File: src/rtl/usbf_tx_assembler_pkg.sv
// rtl/usbf_tx_assembler_pkg.sv - shared USB device definitions: PIDs, tx states, CRC16 constants
package usbf_defines;

   localparam logic [3:0] PID_OUT   = 4'h1;
   localparam logic [3:0] PID_IN    = 4'h9;
   localparam logic [3:0] PID_SETUP = 4'hD;
   localparam logic [3:0] PID_DATA0 = 4'h3;
   localparam logic [3:0] PID_DATA1 = 4'hB;
   localparam logic [3:0] PID_ACK   = 4'h2;
   localparam logic [3:0] PID_NAK   = 4'hA;
   localparam logic [3:0] PID_STALL = 4'hE;

   localparam logic [15:0] CRC16_INIT = 16'hFFFF;
   localparam logic [15:0] CRC16_POLY = 16'h8005;

   typedef enum logic [2:0] {
      ST_IDLE = 3'd0,
      ST_PID  = 3'd1,
      ST_DATA = 3'd2,
      ST_CRC1 = 3'd3,
      ST_CRC2 = 3'd4
   } tx_state_t;

   function automatic logic [7:0] bit_rev8(input logic [7:0] d);
      logic [7:0] r;
      for (int i = 0; i < 8; i++) r[i] = d[7-i];
      return r;
   endfunction

endpackage

File: src/rtl/usbf_tx_assembler_crc16.sv
// rtl/usbf_tx_assembler_crc16.sv - CRC16 next state for one byte, MSB-first on bit-reversed data
module usbf_crc16
   import usbf_defines::*;
(
   input  logic [15:0] crc_in,
   input  logic [7:0]  din,
   output logic [15:0] crc_out
);

   logic [15:0] w_c;

   always_comb begin
      w_c = crc_in;
      for (int i = 7; i >= 0; i--) begin
         if (w_c[15] ^ din[i]) w_c = {w_c[14:0], 1'b0} ^ CRC16_POLY;
         else                  w_c = {w_c[14:0], 1'b0};
      end
      crc_out = w_c;
   end

endmodule

File: src/rtl/usbf_tx_assembler.sv
// rtl/usbf_tx_assembler.sv - USB device transmit packet assembler (handshake and data packets)
module usbf_tx_assembler
   import usbf_defines::*;
#(
   parameter int MAX_PL = 1024,
   parameter int CNT_W  = 11
)(
   input  logic             clk,
   input  logic             rst,
   input  logic             req,
   input  logic             pkt_type,
   input  logic [3:0]       pid,
   input  logic [CNT_W-1:0] len,
   output logic             busy,
   output logic             done,
   output logic             err,
   input  logic [7:0]       rd_data,
   output logic             rd_next,
   output logic [7:0]       tx_data,
   output logic             tx_valid,
   input  logic             tx_ready,
   output logic             tx_last,
   output logic             tx_first
);

   localparam logic [CNT_W-1:0] MAX_LEN = CNT_W'(MAX_PL);

   tx_state_t        r_state;
   tx_state_t        w_state_nxt;
   logic [3:0]       r_pid;
   logic             r_type;
   logic [CNT_W-1:0] r_cnt;
   logic [15:0]      r_crc;
   logic             r_done;
   logic             r_err;
   logic             w_accept;
   logic             w_req_bad;
   logic             w_req_ok;
   logic [15:0]      w_crc_nxt;

   assign w_accept  = tx_valid & tx_ready;
   assign w_req_bad = req & pkt_type & (len > MAX_LEN);
   assign w_req_ok  = req & ~w_req_bad;

   // The core CRC engine works MSB-first, so USB's LSB-first byte order is fed reversed.
   usbf_crc16 u_crc16 (
      .crc_in  (r_crc),
      .din     (bit_rev8(rd_data)),
      .crc_out (w_crc_nxt)
   );

   always_ff @(posedge clk or negedge rst) begin
      if (!rst) r_state <= ST_IDLE;
      else      r_state <= w_state_nxt;
   end

   always_comb begin
      w_state_nxt = r_state;
      case (r_state)
         ST_IDLE: if (w_req_ok) w_state_nxt = ST_PID;
         ST_PID:
            if (tx_ready) begin
               if (!r_type)                 w_state_nxt = ST_IDLE;
               else if (r_cnt == '0)        w_state_nxt = ST_CRC1;
               else                         w_state_nxt = ST_DATA;
            end
         ST_DATA: if (tx_ready && r_cnt == CNT_W'(1)) w_state_nxt = ST_CRC1;
         ST_CRC1: if (tx_ready) w_state_nxt = ST_CRC2;
         ST_CRC2: if (tx_ready) w_state_nxt = ST_IDLE;
         default: w_state_nxt = ST_IDLE;
      endcase
   end

   always_comb begin
      tx_valid = (r_state != ST_IDLE);
      tx_first = (r_state == ST_PID);
      tx_last  = ((r_state == ST_PID) && !r_type) || (r_state == ST_CRC2);
      rd_next  = (r_state == ST_DATA) && tx_ready;
      busy     = tx_valid;
      done     = r_done;
      err      = r_err;
      case (r_state)
         ST_PID:  tx_data = {~r_pid, r_pid};
         ST_DATA: tx_data = rd_data;
         // Wire CRC is the complemented, bit-reflected register, low byte first.
         ST_CRC1: tx_data = ~bit_rev8(r_crc[15:8]);
         ST_CRC2: tx_data = ~bit_rev8(r_crc[7:0]);
         default: tx_data = 8'h00;
      endcase
   end

   always_ff @(posedge clk or negedge rst) begin
      if (!rst) begin
         r_pid  <= 4'h0;
         r_type <= 1'b0;
         r_cnt  <= '0;
         r_crc  <= CRC16_INIT;
         r_done <= 1'b0;
         r_err  <= 1'b0;
      end else begin
         r_done <= w_accept && ((r_state == ST_CRC2) || ((r_state == ST_PID) && !r_type));
         r_err  <= (r_state == ST_IDLE) && w_req_bad;
         if (r_state == ST_IDLE && w_req_ok) begin
            r_pid  <= pid;
            r_type <= pkt_type;
            r_cnt  <= len;
            r_crc  <= CRC16_INIT;
         end else if (r_state == ST_DATA && w_accept) begin
            r_cnt <= r_cnt - CNT_W'(1);
            r_crc <= w_crc_nxt;
         end
      end
   end

endmodule

File: config.mk
export PLATFORM = sky130hd
export DESIGN_NAME = usbf_tx_assembler
export DESIGN_NICKNAME = d
export VERILOG_FILES = /design/src/rtl/usbf_tx_assembler_pkg.sv /design/src/rtl/usbf_tx_assembler_crc16.sv /design/src/rtl/usbf_tx_assembler.sv
export SDC_FILE = /design/constraint.sdc
export NUM_CORES = 1
export LEC_CHECK = 0
export ABC_CLOCK_PERIOD_IN_PS = 1800
export BUFFER_PORTS_ARGS = -buffer_cell sky130_fd_sc_hd__buf_2
export CORE_MARGIN = 10
export CORE_UTILIZATION = 52
export CTS_BUF_LIST = sky130_fd_sc_hd__clkbuf_2 sky130_fd_sc_hd__clkbuf_4 sky130_fd_sc_hd__clkbuf_8
export DETAILED_ROUTE_END_ITERATION = 7
export PLACE_DENSITY = 0.78
export REMOVE_ABC_BUFFERS = 1
export SYNTH_ARGS = -nofsm -noshare
export SYNTH_HDL_FRONTEND = slang
export SYNTH_HIERARCHICAL = 1
export SYNTH_SLANG_ARGS = --single-unit
File: constraint.sdc
create_clock -name clk -period 1.8 [get_ports clk]
set_input_delay 0.27 -clock clk [delete_from_list [all_inputs] [get_ports clk]]
set_output_delay 0.27 -clock clk [all_outputs]
set_load 0.005 [all_outputs]
==> flow_metrics.env <==
export IMPL_min_period_ns=1.85
export IMPL_outcome="finished, violations left"
export IMPL_cts_max_path_buffers=2
export IMPL_leakage_nw=1.46
export IMPL_gr_total_overflow=0
export IMPL_fp_coreArea_um2=4350
export IMPL_synth_seq_area_share_pct=40.5
export IMPL_finalHoldViolations=0
export IMPL_yosysTopAreaCellShare_pct=22.5
export IMPL_rsz0062_at_grt="true"
export IMPL_worstSetupPathType="reg -> out"
export IMPL_cp_arrival_ns=1.58
export IMPL_route_vias_total=2202
export IMPL_avgViaCountPerCell=5.83
export IMPL_fin_total_pwr_mw=6.06
export IMPL_ys_warn_count=6
export IMPL_irDropWorstVdd_mv=1.04
export IMPL_syn_cell_area_um2=2340
export IMPL_relSlewSlack_pct=45.7
export IMPL_hp_class="in -> async"
export IMPL_dieArea_um2=7580
export IMPL_worst_pin_slew_ns=0.814
export IMPL_maxCapViolations=0
export IMPL_cts_tree="built"
export IMPL_ctsHoldBuffers=0
export IMPL_ys_seq_elements=37
export IMPL_synthCells=247
export IMPL_synth_edff_count=0
export IMPL_drt_iter0_drc=193
export IMPL_area_growth_pct=39.2
export IMPL_multiInputGateArea_um2=1490
export IMPL_synth_area_leaders="dfrtp_1, dfstp_2, nor2_1"
export IMPL_synth_top_area_cell="dfrtp_1"
export IMPL_nFillCells=296
export IMPL_violations="setup timing"
export IMPL_track_usage_pct=17.9
export IMPL_clock_sinks=37
export IMPL_grt_pass1_vias=2302
export IMPL_dp_cells=355
export IMPL_cts_made_buffers=5
export IMPL_clock_latency_ns=0.30
export IMPL_p_per_area_nw_per_um2=1860
export IMPL_fin_crit_sh_pct=103
export IMPL_slew_viol_final=0
export IMPL_die_width_um=87.0
export IMPL_avgSynthCellArea_um2=9.46
export IMPL_utilization_pct=74.7
export IMPL_dpl_hpwl_um=4550
export IMPL_setup_violations=5
export IMPL_drive_gt1_share_pct=51.5
export IMPL_clock_tree_root_cell="clkbuf_8"
export IMPL_drtAntennaViolNets=0
export IMPL_antenna_found_initial=0
export IMPL_dr_pass1_iters=4
export IMPL_io_buffers=42
export IMPL_htree_levels=2
export IMPL_worst_slack_ns=-0.0520
export IMPL_start_util_pct=53.7
export IMPL_crit_path_max_fanout=24
export IMPL_die_h_um=87.0
export IMPL_finalSetupTns_ns=-0.118
export IMPL_io_pins=43
export IMPL_ys_async_sr_fraction_pct=100
export IMPL_n_antenna_cell=0
export IMPL_grt_start_max_net_pins=38
export IMPL_cp_start_kind="register"
export IMPL_wire_per_inst_um=18.5
export IMPL_globalplace_congestion=0.903
export IMPL_yosysUniqueCellTypes=55
export IMPL_clk_pin_slew_worst_paths_ns=0.07
export IMPL_num_rows=24
export IMPL_fin_nets=356
export IMPL_seq_area_um2=948
export IMPL_maxClockFrequency_ghz=0.540
export IMPL_routed_wl_um=7000
export IMPL_finClkSkew_ns=0.00641
export IMPL_synth_ff_type="dfrtp_1"
export IMPL_pre_cts_ws_ns=-0.0808
export IMPL_drc=0
export IMPL_end_kind="output port"
export IMPL_grt_pass1_wl_um=10900
export IMPL_crit_required_ns=1.53
export IMPL_finalNonFillerCells=378
-- path summary, 6_finish.rpt --
kind                       startpoint          to  slack [ns]  depth (start not counted)
max                        r_state[2]     rd_next       -0.05                          4
min                               rst        done        0.02                          2
max reg2reg                  r_cnt[6]  r_state[0]           0                          4
min reg2reg                  r_crc[3]   r_crc[11]        0.52                          2
max in group asynchronous         rst  r_state[2]        1.41                          2
min in group clk               pid[3]    r_pid[3]        0.20                          2
-- layer usage --
metal / global-route usage, % / wire, µm / up-vias
li1: - / - / 1041
met1: 19.9 / 2900 / 1084
met2: 31.6 / 3600 / 64
met3: 4.40 / 358 / 13
met4: 7.36 / 138 / 0
met5: 0 / 0 / -
-- power breakdown --
part	switching (mW)	internal [mW]
combinational	1.74	1.98
clock	0.312	0.426
sequential	0.352	1.25
-- state kept, by name (all words and copies together) (netlist names) --
| signal | flops |
|---|---|
| r_type | 1 |
| r_pid | 4 |
| r_crc | 16 |
| err | 1 |
| r_state | 3 |
| done | 1 |
| r_cnt | 11 |
-- metrics by stage --
step	cell area (µm²)	hold slack, ns
CTS	3010	0.0316
global route	3250	0.0655
floorplan	2240	-0.0256
detailed placement	2750	0.351
global placement	2750	0.345
finish	3250	0.0155
-- Yosys cell counts, types with 4 or more instances --
cell type   n
buf_4       6
nand2_1    11
a22oi_1     4
inv_1      10
nor2_1     39
a21oi_1    24
nand2b_1    6
nor4_1      4
xnor2_2     5
dfrtp_1    21
o21ai_0     6
mux2_2      4
dfstp_2    16
a221o_1     7
nand3_1     4
xor2_1      5
o221ai_1    7
a2bb2oi_1   4
xnor2_1    11
buf_2       8
-- layout by cell type, fill, tap and decap left out, types with 6 or more instances in the layout --
cell type	instances
buf_2	42
xnor2_1	6
a21oi_1	22
nor2_1	37
xnor2_2	8
buf_4	41
a221o_1	7
dfstp_2	16
nand2_1	9
dfrtp_1	19
inv_1	8
-- logic make-up (layout without fill, tap and decap cells) --
| group | count (synthesis) | in the layout | share of synthesized area, % |
|---|---|---|---|
| AOI/OAI and AO/OA | 70 | 70 | 21.3 |
| adders and majority gates | 3 | 3 | 1.61 |
| xor gates and xnor gates | 23 | 23 | 11.1 |
| and+or+nand+nor | 81 | 81 | 17.6 |
| muxes | 4 | 4 | 1.93 |
| buffers and inverters | 29 | 108 | 6.05 |
| DFF | 37 | 37 | 40.5 |
-- cell type report --
| class | instances | share of cell area, % |
|---|---|---|
| flip-flops and latches | 37 | 29.2 |
| inverters | 11 | 1.27 |
| multi-input cells | 181 | 45.9 |
| well taps | 52 | 2.00 |
| clock buffers | 6 | 2.35 |
| clock inverters | 2 | 1.08 |
| repair buffers | 89 | 18.3 |
-- worst max-delay path, cell delays in order (launching register included) --
cell and delay (ns):
dfrtp_2 0.45, nand4bb_1 0.26, inv_2 0.11, buf_4 0.29, buf_2 0.18
-- what timing repair did --
action / 4_1_cts / 5_1_grt
resized for setup: 20 / 31
setup endpoints to repair: 10 / 30
pin swaps: 8 / 9
setup buffers: 9 / 7
Power figures use the tool's default switching activity.
